==> src/rtl/fetch_unit.sv <==
// Instruction fetch stage: owns the PC, issues one imem read at a time and buffers words for the controller.
// Define FETCH_PREFETCH_EN for a 2-entry buffer (prefetch); otherwise the buffer holds a single entry.
module fetch_unit #(
    parameter logic [31:0] RESET_PC = 32'h0000_0000
) (
    input  logic        clk,
    input  logic        rst_n,
    output logic        imem_req,
    output logic [31:0] imem_addr,
    input  logic        imem_ack,
    input  logic [31:0] imem_rdata,
    output logic        inst_valid,
    input  logic        inst_ready,
    output logic [31:0] instruction,
    output logic [31:0] inst_pc,
    input  logic        redirect,
    input  logic [31:0] redirect_pc
);

`ifdef FETCH_PREFETCH_EN
    localparam logic [1:0] DEPTH = 2'd2;
`else
    localparam logic [1:0] DEPTH = 2'd1;
`endif
    localparam logic [31:0] BUBBLE = 32'hF000_0000;

    typedef enum logic {ISSUE, DISCARD} state_t;
    state_t state, state_next;

    logic [31:0] fetch_pc, fetch_pc_next;
    logic        tail_valid, tail_valid_next;
    logic [31:0] tail_word, tail_word_next;
    logic [31:0] tail_pc, tail_pc_next;
    logic        head_valid_next;
    logic [31:0] head_word_next, head_pc_next;
    logic        req_next;
    logic [31:0] addr_next;
    logic [1:0]  occ_next;
    logic        ack_fire, pop, push;
    logic [31:0] target;
    logic        unused_low_bits;

    assign ack_fire        = imem_req & imem_ack;
    assign pop             = inst_valid & inst_ready;
    assign push            = ack_fire & (state == ISSUE) & ~redirect;
    assign target          = {redirect_pc[31:2], 2'b00};
    assign unused_low_bits = ^redirect_pc[1:0];

    // The head entry lives directly in the output registers; pop is applied before push.
    always_comb begin
        head_valid_next = inst_valid;
        head_word_next  = instruction;
        head_pc_next    = inst_pc;
        tail_valid_next = tail_valid;
        tail_word_next  = tail_word;
        tail_pc_next    = tail_pc;
        if (redirect) begin
            head_valid_next = 1'b0;
            head_word_next  = BUBBLE;
            tail_valid_next = 1'b0;
        end else begin
            if (pop) begin
                if (tail_valid) begin
                    head_valid_next = 1'b1;
                    head_word_next  = tail_word;
                    head_pc_next    = tail_pc;
                    tail_valid_next = 1'b0;
                end else begin
                    head_valid_next = 1'b0;
                    head_word_next  = BUBBLE;
                end
            end
            if (push) begin
                if (!head_valid_next) begin
                    head_valid_next = 1'b1;
                    head_word_next  = imem_rdata;
                    head_pc_next    = imem_addr;
                end else begin
                    tail_valid_next = 1'b1;
                    tail_word_next  = imem_rdata;
                    tail_pc_next    = imem_addr;
                end
            end
        end
        occ_next = {1'b0, head_valid_next} + {1'b0, tail_valid_next};
    end

    // While discarding, fetch_pc already holds the saved redirect target.
    always_comb begin
        state_next    = state;
        fetch_pc_next = fetch_pc;
        req_next      = imem_req;
        addr_next     = imem_addr;
        if (redirect) begin
            fetch_pc_next = target;
        end else if (state == ISSUE && ack_fire) begin
            fetch_pc_next = fetch_pc + 32'd4;
        end
        case (state)
            ISSUE: begin
                if (imem_req && !imem_ack) begin
                    if (redirect) begin
                        state_next = DISCARD;
                    end
                end else begin
                    req_next  = (occ_next < DEPTH);
                    addr_next = fetch_pc_next;
                end
            end
            DISCARD: begin
                if (imem_ack) begin
                    state_next = ISSUE;
                    req_next   = 1'b1;
                    addr_next  = fetch_pc_next;
                end
            end
            default: begin
                state_next = ISSUE;
            end
        endcase
    end

    always_ff @(posedge clk or negedge rst_n) begin
        if (!rst_n) begin
            state       <= ISSUE;
            fetch_pc    <= RESET_PC;
            imem_req    <= 1'b0;
            imem_addr   <= RESET_PC;
            inst_valid  <= 1'b0;
            instruction <= BUBBLE;
            inst_pc     <= 32'h0000_0000;
            tail_valid  <= 1'b0;
            tail_word   <= BUBBLE;
            tail_pc     <= 32'h0000_0000;
        end else begin
            state       <= state_next;
            fetch_pc    <= fetch_pc_next;
            imem_req    <= req_next;
            imem_addr   <= addr_next;
            inst_valid  <= head_valid_next;
            instruction <= head_word_next;
            inst_pc     <= head_pc_next;
            tail_valid  <= tail_valid_next;
            tail_word   <= tail_word_next;
            tail_pc     <= tail_pc_next;
        end
    end

endmodule

==> config.mk <==
export PLATFORM = sky130hd
export DESIGN_NAME = fetch_unit
export DESIGN_NICKNAME = d
export VERILOG_FILES = /design/src/rtl/fetch_unit.sv
export SDC_FILE = /design/constraint.sdc
export NUM_CORES = 1
export LEC_CHECK = 0
export CORE_ASPECT_RATIO = 1.75
export CORE_UTILIZATION = 57
export CTS_CLUSTER_SIZE = 24
export DETAILED_ROUTE_END_ITERATION = 10
export GPL_ROUTABILITY_DRIVEN = 1
export GPL_TIMING_DRIVEN = 1
export HOLD_SLACK_MARGIN = 0.03
export PLACE_DENSITY_LB_ADDON = 0.12
export REMOVE_ABC_BUFFERS = 1
export SLEW_MARGIN = 40
export SYNTH_ARGS = -nofsm -noshare
export SYNTH_HDL_FRONTEND = slang
export SYNTH_SLANG_ARGS = --single-unit
==> constraint.sdc <==
create_clock -name clk -period 3.3 [get_ports clk]
set_clock_uncertainty 0.1 [all_clocks]
set_input_delay 0.66 -clock clk [delete_from_list [all_inputs] [get_ports clk]]
set_output_delay 0.66 -clock clk [all_outputs]
set_load 0.01 [all_outputs]
# Word level (Yosys, flattened, before mapping)
# Cells that the tools add are included.
[totals]
ram_bits = 0
wordCells = 56
mem_bits_ro = 0
latch_bits = 0
regBits = 196
inputBits = 69
out_inout_bits = 98
n_memories = 0
[op_classes]
shifts = 0
bitwise_logic = 6
addsub = 2
order_cmp = 1
div = 0
n_reduce_logical = 5
n_eq_ne = 2
mul = 0
muxes = 30
[op_table]
columns = ["operator", "count"]
rows = [
  ["$mux W32", 13],
  ["$pmux W32 S2", 1],
  ["$add A32 B3 Y32 const B", 1],
  ["$mux W1", 14],
  ["$and A1 B1 Y1", 4],
  ["$ne A2 B2 Y1 const B", 2],
  ["$pmux W1 S2", 2],
  ["$reduce_and A3 Y1", 1],
  ["$add A1 B1 Y2", 1],
  ["$logic_and A1 B1 Y1", 2],
  ["$lt A2 B1 Y1 const B", 1],
  ["$not A1 Y1", 2],
  ["$reduce_and A2 Y1", 1],
  ["$logic_not A1 Y1", 1],
]

# Longest topological paths before layout
# Gate-level depths: netlist (run 1).
[logic_depth]
ltp_word = 10
mapped_depth = 7
ltp_nobuf = 6

# Worst setup path after synthesis (run 1)
# Ideal clock, no wire load.
[synth_path]
kind = "input port to flip-flop"
from = "input imem_ack"
to = "register imem_addr[26]"
required_ps = 3074
slack_ps = 1248
cell_stages = 5
path_buffers = 0
arrival_time_ps = 1826
setup_time_ps = 126
path_cell_list = "nand4b_4 > nor4_1 > nand4_1 > xnor2_1 > a221o_1"
[synth_between]
elab_chain_cells = 6
word_cells_on_any_way = 12
cone_classes = "2 x eq/ne; 5 x mux; 1 x bitwise; 4 x reduce/logical"
[synth_lines]
columns = ["item", "line_no", "rtl"]
rows = [
  ["start: declaration", "10", "input logic imem_ack,"],
  ["$and A1 B1 Y1", "43", "assign ack_fire = imem_req & imem_ack;"],
  ["$logic_and A1 B1 Y1", "96", "end else if (state == ISSUE && ack_fire) begin"],
  ["$mux W32", "96", ""],
  ["$mux W32", "94", "if (redirect) begin"],
  ["$mux W32 (on tied branches)", "111, 101", ""],
  ["$pmux W32 S2", "99", "case (state)"],
  ["end signal: assignment", "139", "imem_addr <= addr_next;"],
  ["end: declaration", "9", "output logic [31:0] imem_addr,"],
]
# Parallel ways exist; a longest one is shown, timed or not. The select of a mux whose other input is x is not followed.
# A chain may end at the register's enable or synchronous reset.

# Worst setup path after layout (run 1)
[layout_path]
from = "input imem_ack"
to = "register imem_addr[31]"
# Same word-level chain as after synthesis.

==> qor.yml, run 1 <==
status: "complete, no violations"
dieWidth_um: 96.5
critPathMaxFanout: 7
p_leak_nw: 5.19
synthTopCellsByArea: "dfrtp_1 53%, mux2_4 8.3%, mux2_2 4.9%, a222oi_1 3.1%, a311oi_1 2.8%"
h-tree-depth: 4
rsz0062_at_grt: "no"
synth_common_cells: "188 x dfrtp_1, 64 x nand2_1, 50 x nor2_1"
drc: 0
crit_path_start_kind: "input port"
relSlewSlack_pct: 49.2
synth-edff-count: 0
cts_resized: 0
arrival_ps: 2760
wl_per_cell_um: 20.0
peakVddDrop_uv: 376
dp_hpwl_mm: 14.8
cts_hold_buf: 0
worst_hold_slack_ps: 178
synth_most_common_cell: "dfrtp_1"
postSynthAreaPerCell_um2: 11.8
grt_pass1_wl_mm: 35.3
nets: 974
drt-vias-per-instance: 6.02
path_class: "input port to flop"
cts_root_buf: "clkbuf_16"
fmax_mhz: 392
clockBufferDepth: 2
tightest_slew_ps: 762
place_inst: 1071
grtUsageTotal_pct: 28.2
ys_ff_latch: 196
cts_tree: "built"
yosysWarnings: 0
drv_slew: 0
ios: 167
post_cts.repair.setup_buffers: 0
synth.yosys.seq_area_share_pct: 55.2
worstHoldPathType: "input port to asynchronous set/reset pin"
synth_area_mm2: 0.00890
drive_above_1_share_pct: 17.8
gp_congestion: 0.871
synth.top_cell.area_share_pct: 52.8
std_cell_rows: 60
numCtsBuffers: 17
synth_cell_types: 50
port_buffers: 164
crit_required_ps: 3510
hold_violations: 0
clk_latency_ps: 430
synthToLayoutAreaGrowth_pct: 27.4
cap_violations: 0
post-route-util_pct: 74.1
diodes: 0
setup_viol: 0
grt_start_max_net_pins: 89
placed_cell_area_mm2: 0.0108
dr.pass1.iters: 5
cellPowerDensity_mw_per_mm2: 589
start_util_pct: 58.1
die-area_mm2: 0.0161
cts_sinks: 196
period_share_pct: 77.2
cp-end-kind: "flop"
clk_pin_slew_worst_paths_ps: 70
num_vias: 6645
synthCells: 752
routed_wl_mm: 22.1
stdcell_area_mm2: 0.0113
yosys.area.top_type: "dfrtp_1"
ys.flop_type: "dfrtp_1"
drtAntennaViolNets: 0
period_minus_slack_ps: 2550
async_flop_share_pct: 100
grt_antenna_before_repair: 0
drt-initial-drc-count: 347
post_layout_nonfiller_instances: 1103
core_mm2: 0.0153
grt_pass1_vias: 7015
gr-total-overflow: 0
fp.dieH_um: 167
## kinds of logic (layout without fill, tap and decap cells)
kind of cell / count (synthesis) / after routing / synth area share (%)
and+or+nand+nor: 240 / 240 / 13.8
buffers and inverters: 89 / 254 / 4.38
AOI/OAI and AO/OA: 104 / 104 / 9.81
xor gates and xnor gates: 29 / 29 / 2.85
DFF: 196 / 196 / 55.2
muxes: 93 / 93 / 13.8
adders and majority gates: 1 / 1 / 0.141
## routing by layer
| layer | track usage, % | wire, µm | share of wire [%] |
|---|---|---|---|
| met5 | 0 | 0 | 0 |
| met4 | 9.40 | 431 | 2.0 |
| met2 | 50.5 | 11800 | 54 |
| met3 | 4.13 | 1040 | 4.7 |
| met1 | 33.7 | 8790 | 40 |
## registers in the layout (all words and copies together), names as in the netlist
register / flops
inst_valid: 1
imem_addr: 32
tail_word: 32
imem_req: 1
state: 1
tail_valid: 1
fetch_pc: 32
inst_pc: 32
tail_pc: 32
instruction: 32
## path summary, 6_finish.rpt
path / from / to / slack, ps / depth (start not counted)
min: rst_n / tail_word[25]$_DFFE_PN0P_ / 180 / 1
max: imem_ack / imem_addr[31]$_DFFE_PN0P_ / 750 / 6
min in group clk: inst_pc[26]$_DFFE_PN0N_ / inst_pc[26]$_DFFE_PN0N_ / 390 / 2
max in group asynchronous: rst_n / tail_pc[29]$_DFFE_PN0P_ / 2110 / 2
min reg2reg: inst_pc[26]$_DFFE_PN0N_ / inst_pc[26]$_DFFE_PN0N_ / 390 / 2
max reg2reg: fetch_pc[2]$_DFF_PN0_ / fetch_pc[22]$_DFF_PN0_ / 1100 / 6
## placed cells by master (no fill, tap or decap), types with 17 or more instances in the layout
cell type / count
dfrtp_1: 188
clkdlybuf4s50_1: 162
nand2_1: 63
nor2_1: 49
mux2_4: 49
nand3_1: 46
mux2_2: 39
inv_1: 36
a311oi_1: 28
a222oi_1: 28
xnor2_1: 22
and3_1: 20
nand4_1: 19
clkbuf_16: 17
buf_4: 17
## stage by stage
| stage | setup slack (ps) | power, mW | TNS [ps] |
|---|---|---|---|
| 2_1_floorplan | -435 | 3.88 | -22940 |
| 3_3_place_gp | 344 | 4.60 | 0 |
| 3_5_place_dp | 360 | 4.67 | 0 |
| 4_1_cts | 786 | 6.74 | 0 |
| 5_1_grt | 695 | 6.98 | 0 |
| 6_report | 751 | 6.68 | 0 |
## final cells by class
| cell class | count | area [µm²] |
|---|---|---|
| Multi-Input combinational cell | 467 | 3610 |
| Clock inverter | 12 | 135 |
| Tap cell | 186 | 233 |
| Inverter | 36 | 135 |
| Sequential cell | 196 | 4910 |
| Fill cell | 1087 | 3970 |
| Clock buffer | 20 | 447 |
| Timing Repair Buffer | 186 | 1870 |
## critical path, stage by stage
cell and delay (ps):
clkdlybuf4s50_1 650, and4b_1 340, nand4_1 250, nor4_2 390
xor2_1 130, a221o_1 330
## power breakdown
part	switching, mW	internal, mW	total [mW]
Sequential	0.324	2.86	3.18
Clock	0.953	1.10	2.05
Combinational	0.585	0.868	1.45
Total	1.86	4.82	6.68
(Power assumes the default switching activity.)
==> inputs of run 2 (changes only) <==
CORE_UTILIZATION = 47   (was 57)
clock period = 2.1 ns   (was 3.3 ns; I/O delays follow)
==> qor.yml, run 2 (synthesis results as in run 1) <==
clockBufferDepth: 2
grt_pass1_vias: 7335
grtUsageTotal_pct: 25.5
gr-total-overflow: 0
comb_power_share_pct: 23.2
fp.dieH_um: 184
ios: 167
gp_congestion: 0.916
grt_pass1_wl_mm: 38.5
period_share_pct: 99.2
routed_wl_mm: 23.8
p_total_mw: 10.5
cp_cell_sequence: "clkdlybuf4s50_1 > and4b_2 > nand4_1 > buf_4 > nor4_2 > xor2_1 > a221o_1"
cts_root_buf: "clkbuf_16"
cellPowerDensity_mw_per_mm2: 887
drt-vias-per-instance: 5.79
clk_pin_slew_worst_paths_ps: 70
synthToLayoutAreaGrowth_pct: 33.3
cp-end-kind: "flop"
setup_viol: 0
path_class: "input port to flop"
worstSetupStartpoint: "imem_ack"
dp_hpwl_mm: 16.4
die-area_mm2: 0.0195
dr.pass1.iters: 6
wl_per_cell_um: 19.9
n_fill_cell: 1490
crit_required_ps: 2310
tightest_slew_ps: 604
rsz0062_at_grt: "yes"
p_sw_share_pct: 27.4
dieWidth_um: 106
nets: 1018
period_minus_slack_ps: 2080
worst_path_max_delay_cell: "clkdlybuf4s50_1"
intPower_mw: 7.64
drt-initial-drc-count: 408
start_util_pct: 47.9
clkPwrFrac_pct: 29.3
min_from: "redirect"
grt_start_max_net_pins: 72
num_vias: 6934
relSlewSlack_pct: 59.8
diodes: 0
worstHoldPathType: "input port to flop"
status: "complete, no violations"
cts_sinks: 196
core_mm2: 0.0186
grt_antenna_before_repair: 0
port_buffers: 164
cts_tree: "built"
final_cell_mix: "188 x dfrtp_1, 162 x clkdlybuf4s50_1, 62 x nand2_1"
worst_hold_slack_ps: 223
arrival_ps: 2300
peakVddDrop_uv: 677
drive_above_1_share_pct: 21.9
numCtsBuffers: 17
std_cell_rows: 66
h-tree-depth: 4
fmax_mhz: 480
p_sw_mw: 2.88
drtAntennaViolNets: 0
cap_violations: 0
crit_path_start_kind: "input port"
critPathMaxStageDelay_ps: 480
placed_cell_area_mm2: 0.0112
drc: 0
regToRegStartpoint: "fetch_pc[5]$_DFF_PN0_"
drv_slew: 0
sequentialPowerShare_pct: 47.4
clk_latency_ps: 430
stdcell_area_mm2: 0.0119
p_leak_nw: 5.44
hold_violations: 0
layout_commonest_cell: "dfrtp_1"
critPathMaxFanout: 2
post-route-util_pct: 63.9
==> run 2: final timing paths <==
path,end,cells after the start,slack [ps]
min in group asynchronous,tail_word[9]$_DFFE_PN0P_,2,450
max reg2reg,imem_addr[29]$_DFFE_PN0P_,5,30
min reg2reg,inst_pc[20]$_DFFE_PN0N_,2,400
max in group asynchronous,inst_pc[16]$_DFFE_PN0N_,3,750
max,imem_addr[31]$_DFFE_PN0P_,7,20
min,inst_valid$_DFF_PN0_,2,220
==> run 2: power by group through the flow <==
stage	registers, mW	clock network [mW]	logic (mW)
finish	4.99	3.09	2.44
global route	5.08	3.29	2.62
CTS	4.98	3.16	2.46
detailed placement	5.04	0	2.44
global placement	4.99	0	2.37
floorplan	5.08	0	1.02
==> run 2: area by class of cell <==
class,count,area [µm²],area share (%)
clock buffer,22,464,3.91
inverter,36,135,1.14
multi-input combinational,467,3640,30.7
sequential,196,4910,41.4
timing repair buffer,230,2330,19.6
clock inverter,9,81.3,0.685
tap,238,298,2.51
==> run 2: stage by stage <==
stage,instances,worst slack (ps),TNS [ps]
2_1_floorplan,699,-1640,-127420
3_3_place_gp,1163,-423,-32310
3_5_place_dp,1163,-431,-37670
4_1_cts,1195,19.8,0
5_1_grt,1198,-29.4,-46.7
6_report,1198,16.9,0
==> run 2: per-layer routing <==
| metal | up-vias | global-route usage, % | wire [µm] |
|---|---|---|---|
| li1 | 3124 | - | - |
| met1 | 3586 | 29.5 | 9490 |
| met2 | 193 | 46.6 | 13000 |
| met3 | 31 | 4.64 | 951 |
| met4 | 0 | 8.83 | 448 |
| met5 | - | 0 | 0 |
==> run 2: critical path, delay by kind of cell <==
family	cells	cell delay (ps)
buffers and inverters	2	670
and+or+nand+nor	3	740
AOI/OAI and AO/OA	1	340
xor gates and xnor gates	1	120
==> run 2: repair_timing <==
action                                  4_1_cts  5_1_grt
pin swaps                                     0        4
buffers inserted                              0        3
endpoints found under the hold margin        50        0
endpoints found under the setup margin        1       15
gates resized for setup                       1        8
hold buffers                                  1        0
